[config.mk]
export PLATFORM = sky130hd
export DESIGN_NAME = ka_operand_splitter_flat
export DESIGN_NICKNAME = d
export VERILOG_FILES = /design/src/rtl/ka_pkg.sv /design/src/rtl/ka_operand_splitter_if.sv /design/src/rtl/ka_split_halves.sv /design/src/rtl/ka_operand_splitter.sv /design/src/flat_wrapper.sv
export SDC_FILE = /design/constraint.sdc
export NUM_CORES = 1
export LEC_CHECK = 0
export CAP_MARGIN = 0
export CORE_MARGIN = 2
export CORE_UTILIZATION = 40
export DETAILED_ROUTE_END_ITERATION = 10
export PLACE_DENSITY_LB_ADDON = 0.15
export SYNTH_ARGS = -nofsm -noshare
export SYNTH_HDL_FRONTEND = slang
export SYNTH_SLANG_ARGS = --single-unit
[constraint.sdc]
create_clock -name clk -period 2.14 [get_ports clk]
set_clock_uncertainty 0.2 [all_clocks]
set_input_delay 0.214 -clock clk [delete_from_list [all_inputs] [get_ports clk]]
set_output_delay 0.214 -clock clk [all_outputs]
set_load 0.05 [all_outputs]
[src/rtl/ka_pkg.sv]
// rtl/ka_pkg.sv - shared Karatsuba sub-operand indices, splitter states and width helper
package ka_pkg;

    localparam logic [1:0] KA_IDX_LO  = 2'd0;
    localparam logic [1:0] KA_IDX_MID = 2'd1;
    localparam logic [1:0] KA_IDX_HI  = 2'd2;

    typedef enum logic [1:0] {
        KA_IDLE     = 2'd0,
        KA_EMIT_LO  = 2'd1,
        KA_EMIT_MID = 2'd2,
        KA_EMIT_HI  = 2'd3
    } ka_state_t;

    function automatic int ka_half_width(input int n);
        return (n + 1) / 2;
    endfunction

endpackage

[src/rtl/ka_operand_splitter_if.sv]
// rtl/ka_operand_splitter_if.sv - operand-in / sub-operand-out handshake bundle of the splitter
interface ka_operand_splitter_if #(
    parameter int N = 93
);
    import ka_pkg::*;

    localparam int H = ka_half_width(N);

    logic         in_valid;
    logic         in_ready;
    logic [N-1:0] in_a;
    logic [N-1:0] in_b;
    logic         out_valid;
    logic         out_ready;
    logic [H-1:0] out_a;
    logic [H-1:0] out_b;
    logic [1:0]   out_idx;
    logic         out_last;
    logic         busy;

    modport master (
        output in_valid, in_a, in_b, out_ready,
        input  in_ready, out_valid, out_a, out_b, out_idx, out_last, busy
    );

    modport slave (
        input  in_valid, in_a, in_b, out_ready,
        output in_ready, out_valid, out_a, out_b, out_idx, out_last, busy
    );

endinterface

[src/rtl/ka_split_halves.sv]
// rtl/ka_split_halves.sv - split an N-bit GF(2) polynomial into low, high and low^high halves
module ka_split_halves
    import ka_pkg::*;
#(
    parameter int N = 93
) (
    input  logic [N-1:0]                  x,
    output logic [ka_half_width(N)-1:0]   x_lo,
    output logic [ka_half_width(N)-1:0]   x_hi,
    output logic [ka_half_width(N)-1:0]   x_mid
);

    localparam int H = ka_half_width(N);
    localparam int L = N - H;

    // High half is zero-extended to H bits; its top bit stays 0 for odd N.
    always_comb begin
        x_lo         = x[H-1:0];
        x_hi         = '0;
        x_hi[L-1:0]  = x[N-1:H];
        x_mid        = x_lo ^ x_hi;
    end

endmodule

[src/rtl/ka_operand_splitter.sv]
// rtl/ka_operand_splitter.sv - issues (A0,B0), (A0^A1,B0^B1), (A1,B1) for one latched operand pair
module ka_operand_splitter
    import ka_pkg::*;
#(
    parameter int N = 93
) (
    input  logic                  clk,
    input  logic                  rst_n,
    ka_operand_splitter_if.slave  bus
);

    localparam int H = ka_half_width(N);

    ka_state_t    state;
    ka_state_t    state_nx;
    logic         ready_en;
    logic [N-1:0] a_q;
    logic [N-1:0] b_q;
    logic [H-1:0] a_lo, a_hi, a_mid;
    logic [H-1:0] b_lo, b_hi, b_mid;
    logic [H-1:0] out_a_q, out_b_q;
    logic [1:0]   out_idx_q;
    logic         out_last_q;
    logic [H-1:0] nx_a, nx_b;
    logic [1:0]   nx_idx;
    logic         accept;
    logic         handshake;
    logic         in_ready_c;
    logic         out_valid_c;

    ka_split_halves #(.N(N)) u_split_a (.x(a_q), .x_lo(a_lo), .x_hi(a_hi), .x_mid(a_mid));
    ka_split_halves #(.N(N)) u_split_b (.x(b_q), .x_lo(b_lo), .x_hi(b_hi), .x_mid(b_mid));

    assign accept    = bus.in_valid && in_ready_c;
    assign handshake = out_valid_c && bus.out_ready;

    // State register; ready_en keeps in_ready low until the first clock after reset release.
    always_ff @(posedge clk or negedge rst_n) begin
        if (!rst_n) begin
            state    <= KA_IDLE;
            ready_en <= 1'b0;
        end else begin
            state    <= state_nx;
            ready_en <= 1'b1;
        end
    end

    // Next-state: advance one sub-pair per handshake, chaining straight into a new pair from EMIT_HI.
    always_comb begin
        state_nx = state;
        unique case (state)
            KA_IDLE:     if (accept)    state_nx = KA_EMIT_LO;
            KA_EMIT_LO:  if (handshake) state_nx = KA_EMIT_MID;
            KA_EMIT_MID: if (handshake) state_nx = KA_EMIT_HI;
            KA_EMIT_HI: begin
                if (accept)         state_nx = KA_EMIT_LO;
                else if (handshake) state_nx = KA_IDLE;
            end
            default:                state_nx = KA_IDLE;
        endcase
    end

    // FSM outputs; out_ready reaches in_ready only through the EMIT_HI term.
    always_comb begin
        out_valid_c = (state != KA_IDLE);
        in_ready_c  = ready_en && ((state == KA_IDLE) ||
                                   ((state == KA_EMIT_HI) && bus.out_ready));
    end

    // Select the sub-pair belonging to the state being entered; the low pair comes off the input directly.
    always_comb begin
        nx_a   = '0;
        nx_b   = '0;
        nx_idx = KA_IDX_LO;
        unique case (state_nx)
            KA_EMIT_LO: begin
                nx_a   = bus.in_a[H-1:0];
                nx_b   = bus.in_b[H-1:0];
                nx_idx = KA_IDX_LO;
            end
            KA_EMIT_MID: begin
                nx_a   = a_mid;
                nx_b   = b_mid;
                nx_idx = KA_IDX_MID;
            end
            KA_EMIT_HI: begin
                nx_a   = a_hi;
                nx_b   = b_hi;
                nx_idx = KA_IDX_HI;
            end
            default: begin
                nx_a   = '0;
                nx_b   = '0;
                nx_idx = KA_IDX_LO;
            end
        endcase
    end

    // Latch operands on accept and reload the output registers only when the state moves.
    always_ff @(posedge clk or negedge rst_n) begin
        if (!rst_n) begin
            a_q        <= '0;
            b_q        <= '0;
            out_a_q    <= '0;
            out_b_q    <= '0;
            out_idx_q  <= KA_IDX_LO;
            out_last_q <= 1'b0;
        end else begin
            if (accept) begin
                a_q <= bus.in_a;
                b_q <= bus.in_b;
            end
            if (accept || handshake) begin
                out_a_q    <= nx_a;
                out_b_q    <= nx_b;
                out_idx_q  <= nx_idx;
                out_last_q <= (state_nx == KA_EMIT_HI);
            end
        end
    end

    assign bus.in_ready  = in_ready_c;
    assign bus.out_valid = out_valid_c;
    assign bus.busy      = out_valid_c;
    assign bus.out_a     = out_a_q;
    assign bus.out_b     = out_b_q;
    assign bus.out_idx   = out_idx_q;
    assign bus.out_last  = out_last_q;

endmodule
[src/flat_wrapper.sv]
// flat-port wrapper written by rule: the top's interface ports become plain ports
module ka_operand_splitter_flat import ka_pkg::*;
#(
    parameter int N = 93
)
  (clk, rst_n, bus_in_valid, bus_in_a, bus_in_b, bus_out_ready, bus_in_ready, bus_out_valid, bus_out_a, bus_out_b, bus_out_idx, bus_out_last, bus_busy);
  ka_operand_splitter_if #(.N(N)) bus_i ();
  input  logic clk;
  input  logic rst_n;
  input wire logic [$bits(bus_i.in_valid)-1:0] bus_in_valid;
  input wire logic [$bits(bus_i.in_a)-1:0] bus_in_a;
  input wire logic [$bits(bus_i.in_b)-1:0] bus_in_b;
  input wire logic [$bits(bus_i.out_ready)-1:0] bus_out_ready;
  output wire logic [$bits(bus_i.in_ready)-1:0] bus_in_ready;
  output wire logic [$bits(bus_i.out_valid)-1:0] bus_out_valid;
  output wire logic [$bits(bus_i.out_a)-1:0] bus_out_a;
  output wire logic [$bits(bus_i.out_b)-1:0] bus_out_b;
  output wire logic [$bits(bus_i.out_idx)-1:0] bus_out_idx;
  output wire logic [$bits(bus_i.out_last)-1:0] bus_out_last;
  output wire logic [$bits(bus_i.busy)-1:0] bus_busy;
  assign bus_i.in_valid = bus_in_valid;
  assign bus_i.in_a = bus_in_a;
  assign bus_i.in_b = bus_in_b;
  assign bus_i.out_ready = bus_out_ready;
  assign bus_in_ready = bus_i.in_ready;
  assign bus_out_valid = bus_i.out_valid;
  assign bus_out_a = bus_i.out_a;
  assign bus_out_b = bus_i.out_b;
  assign bus_out_idx = bus_i.out_idx;
  assign bus_out_last = bus_i.out_last;
  assign bus_busy = bus_i.busy;
  ka_operand_splitter #(.N(N)) u_core (.clk(clk), .rst_n(rst_n), .bus(bus_i));
endmodule
After elaboration in Yosys (flattened, before gate mapping)
Cells that the tools add are included.

word-level totals
  register bits = 286
  bits in latches = 0
  RAM bits = 0
  bits in read-only memories = 0
  output and inout bits = 100
  word-level logic and storage cells = 33
  memories = 0

cells by class
  add/subtract/negate cells = 0
  multipliers = 0
  divide/modulo/power cells = 0
  order comparisons = 0
  equal/unequal tests = 6
  shift operators = 0
  multiplexer cells = 9
  bitwise gates (word level) = 2
  reduce and logical (&&, ||, !) cells = 8

operator list
  kind                                           count
  one-hot mux 47 bit (3 select lines)            2
  bitwise XOR 47 x 46 -> 47 bit                  2
  two-way mux 2 bit                              5
  == test 2 bit, second input constant           4
  one-hot mux 2 bit (4 select lines)             1
  == test 2 x 1 -> 1 bit, second input constant  2
  logical AND 1 bit                              4
  one-hot mux 2 bit (2 select lines)             1
  zero test 2 bit                                1
  logical OR 1 bit                               2
  nonzero test 2 bit                             1

Depth between registers and ports, before layout
  depth after elaboration = 9
  mapped depth = 9
  depth with buffers taken out = 6

Hierarchy
Synthesis repeated with hierarchy kept, for this count alone.

unflattened totals
  cell total of the unflattened synthesis = 1152
  area total of the unflattened synthesis = 14874.3 µm²

by module, submodules not included
  module               times used  cells each  area an instance (µm²)
  ka_operand_splitter  1           868         12634.6
  ka_split_halves      2           142         1119.8

Least setup slack after synthesis
No wires, ideal clock.

  path kind = register to output
  from = register u_core.state[1]
  to = output port bus_in_ready
  arrival = 1.966 ns
  path slack = -0.240 ns
  stages on the path, launching flop included = 5
  buffers on the path = 1
  path through = dfrtp_1 buf_4 nor2_4 inv_2 a21boi_0

between the ends
  longest elaborated chain between the ends = 4
  elaborated cells between the ends (all ways) = 5
  classes of those cells = eq/ne (1); reduce/logical (4)

RTL lines
  what                      line                       source
  start: declaration        ka_operand_splitter.sv:14  ka_state_t state;
  start signal: assignment  ka_operand_splitter.sv:43  state <= state_nx;
  == test 2 bit             ka_operand_splitter.sv:67  ((state == KA_EMIT_HI) && bus.out_ready));
  logical AND 1 bit         ka_operand_splitter.sv:67
  logical OR 1 bit (*)      ka_operand_splitter.sv:66  in_ready_c = ready_en && ((state == KA_IDLE) ||
  logical AND 1 bit (*)     ka_operand_splitter.sv:66
  end: declaration          flat_wrapper.sv:14         output wire logic [$bits(bus_i.in_ready)-1:0] bus_in_ready;

Mark *: on every way between the ends. The rest lies on a longest branch, timed or not.

Final worst setup path
  from = register u_core.state[1]
  to = register u_core.a_q[34]

between the ends
  longest elaborated chain between the ends = 5
  elaborated cells between the ends (all ways) = 6
  classes of those cells = eq/ne (1); reduce/logical (5)

RTL lines
  what                    line                        source
  == test 2 bit           ka_operand_splitter.sv:67
  logical AND 1 bit       ka_operand_splitter.sv:67
  logical OR 1 bit (*)    ka_operand_splitter.sv:66
  logical AND 1 bit (*)   ka_operand_splitter.sv:66
  logical AND 1 bit (*)   ka_operand_splitter.sv:34   assign accept = bus.in_valid && in_ready_c;
  end signal: assignment  ka_operand_splitter.sv:110  a_q <= bus.in_a;
  end: declaration        ka_operand_splitter.sv:17   logic [N-1:0] a_q;

Marked as above.
A chain may end at the register's enable or synchronous reset.

==> impl_metrics.ini <==
[place]
place_ws_ns = -0.2574
port_buffers = 289
gp_congestion = 0.7810
placed_area_um2 = 18910
place_inst = 2191
dpl.hpwl_um = 27230

[detailed_routing]
wl_per_cell_um = 19.43
via_count = 12070
drtIter0Drc = 601
drc_errors = 0
finalWirelength_um = 43880
firstDrtPassIters = 5
ant_nets = 0
via_per_inst = 5.347

[sta]
finalHoldViolCount = 0
hold_ws_ns = 0.03914
relSlewSlack_pct = 55.35
tightest_slew_ns = 0.6697
finalSetupTns_ns = -0.002109
setup_slack_ns = -0.001410
rsz0062_at_grt = yes
fin_crit_sh_pct = 100.1
drv_slew = 0
setup_viol = 2
fin_crit_ns = 2.141
fmax_ghz = 0.4670

[pwr]
peakVddDrop_v = 0.001014
leakage_nw = 8.193
finalPower_mw = 32.87
p_per_area_nw_per_um2 = 1620

[floorplan]
placementRows = 71
core_um2 = 37400
start_util_pct = 40.30
die_y_um = 198.1
io_pins = 290
dieArea_um2 = 39250
die_w_um = 198.1

[synth]
yosys_warnings = 0
synth-edff-count = 0
synth.most_common_cell = dfrtp_1
synth-main-ff-cell = dfrtp_1
synth_seq_area_share_pct = 47.31
synthArstFlopShare_pct = 100.0
synth_top_area_share_pct = 47.31
yosysUniqueCellTypes = 30
synthesis.nets = 1642
netlist_top_cells_count = 285 x dfrtp_1, 193 x nand2_1, 184 x xnor2_1, 126 x o21ai_0, 95 x nor2b_1
syn-cell-area_um2 = 15070
synth_area_leaders = dfrtp_1 47%, xnor2_1 11%, mux2_2 7.0%, a221oi_2 6.0%, o32ai_1 5.3%
ys_seq_elements = 285
syn_area_per_cell_um2 = 10.38
yosys.area.top_type = dfrtp_1
syn_inst = 1452

[worst_setup_path]
critPathArrivalTime_ns = 2.33
worstPathMaxFanout = 55
cp-end-kind = flip-flop
crit_required_ns = 2.33
crit_type = reg -> reg
worstSetupStartpointType = flip-flop

[run_status]
violations = negative setup slack
status = complete, but fails checks

[clock_network]
cts_buffer_depth = 3
clk_latency_ns = 0.51
cts_root_buf = clkbuf_16
cts_made_buffers = 35
h-tree-depth = 2
clock_sinks = 285
clkTransAtPathRegs_ns = 0.06
tritoncts = yes

[global_routing]
antenna_found_initial = 3
grt_overflow = 0
grt_use_total_pct = 21.67
grt_max_degree = 151
grt_pass1_vias = 12260
grt_first_pass_wirelength_um = 67320

[flow_run]
maxCapViolations = 0

[finish]
fin_area_um2 = 20290
stdcell_count = 2258
fin_util_pct = 54.25
nets = 1914
drive_above_1_share_pct = 16.90
area_delta_synth_final_pct = 34.61

[hold_path]
worst_hold_path_type = in -> async
==> area by class of cell <==
cell class / instances / area, um^2
clock buffers: 55 / 1074
diodes: 1 / 2.502
flip-flops and latches: 285 / 7134
fillers: 3296 / 17110
well taps: 511 / 639.4
repair buffers: 350 / 3846
clock inverters: 4 / 20.02
multi-input cells: 957 / 7214
inverters: 95 / 359.1
==> routing by layer <==
metal,part of all wire (%),GRT usage [%],vias up
met4,2.0,5.569,4
met3,5.3,3.236,68
li1,-,-,5641
met2,46,35.14,326
met5,0.075,0,-
met1,46,30.34,6035
==> state kept, by name (all words and copies together) (netlist names) <==
register and count:
u_core.a_q 93, u_core.b_q 93, u_core.bus.out_a 47, u_core.bus.out_b 47, u_core.state 2, u_core.bus.out_idx 1, u_core.bus.out_last 1, u_core.ready_en 1
==> repair_timing <==
action,in CTS,in global routing
gates resized for setup,18,43
hold buffers,2,0
buffers inserted,1,0
pin swaps,0,7
endpoints found under the hold margin,283,0
cloned,1,3
setup endpoints to repair,57,139
==> kinds of logic after synthesis <==
kind of cell              count (synthesis)  share of synthesized area, %
AOI/OAI and AO/OA                       384                         19.99
and+or+nand+nor                         292                         8.948
DFF                                     285                         47.31
buffers and inverters                   211                         5.943
xor gates and xnor gates                184                         10.69
muxes                                    95                         7.089
other                                     1                       0.02488
==> power breakdown <==
part / switching (mW) / internal (mW) / total, mW
combinational: 9.63 / 7.77 / 17.4
sequential: 1.84 / 7.98 / 9.82
clock: 2.23 / 3.42 / 5.65
total: 13.7 / 19.2 / 32.9
==> layout by cell type, fill, tap and decap left out, types with 30 or more instances in the layout <==
cell,count
a221oi_2,69
buf_4,30
clkbuf_16,40
clkdlybuf4s50_1,246
dfrtp_1,283
inv_1,94
mux2_2,94
nand2_1,192
nor2b_1,93
o21ai_0,123
o21ai_1,63
o32ai_1,92
xnor2_1,184
==> critical path, stage by stage (launching register included) <==
cell and delay, ns:
dfrtp_2 0.44, nor2_4 0.16, inv_4 0.05, a21oi_4 0.17, buf_6 0.30, buf_12 0.28
mux2_2 0.37
==> path summary, 6_finish.rpt <==
check / slack (ns) / depth (start not counted) / from / end
worst min register to register: 0.28 / 2 / u_core.bus.out_b[34]$_DFFE_PN0P_ / u_core.bus.out_b[34]$_DFFE_PN0P_
worst max-delay path: -0.001 / 6 / u_core.state[1]$_DFF_PN0_ / u_core.a_q[34]$_DFFE_PN0P_
worst min-delay path: 0.04 / 2 / rst_n / u_core.bus.out_b[34]$_DFFE_PN0P_
worst max register to register: -0.001 / 6 / u_core.state[1]$_DFF_PN0_ / u_core.a_q[34]$_DFFE_PN0P_
max in group asynchronous: 0.98 / 3 / rst_n / u_core.bus.out_b[5]$_DFFE_PN0P_
min in group clk: 0.06 / 3 / bus_in_a[82] / u_core.a_q[82]$_DFFE_PN0P_
(Power assumes the default switching activity.)
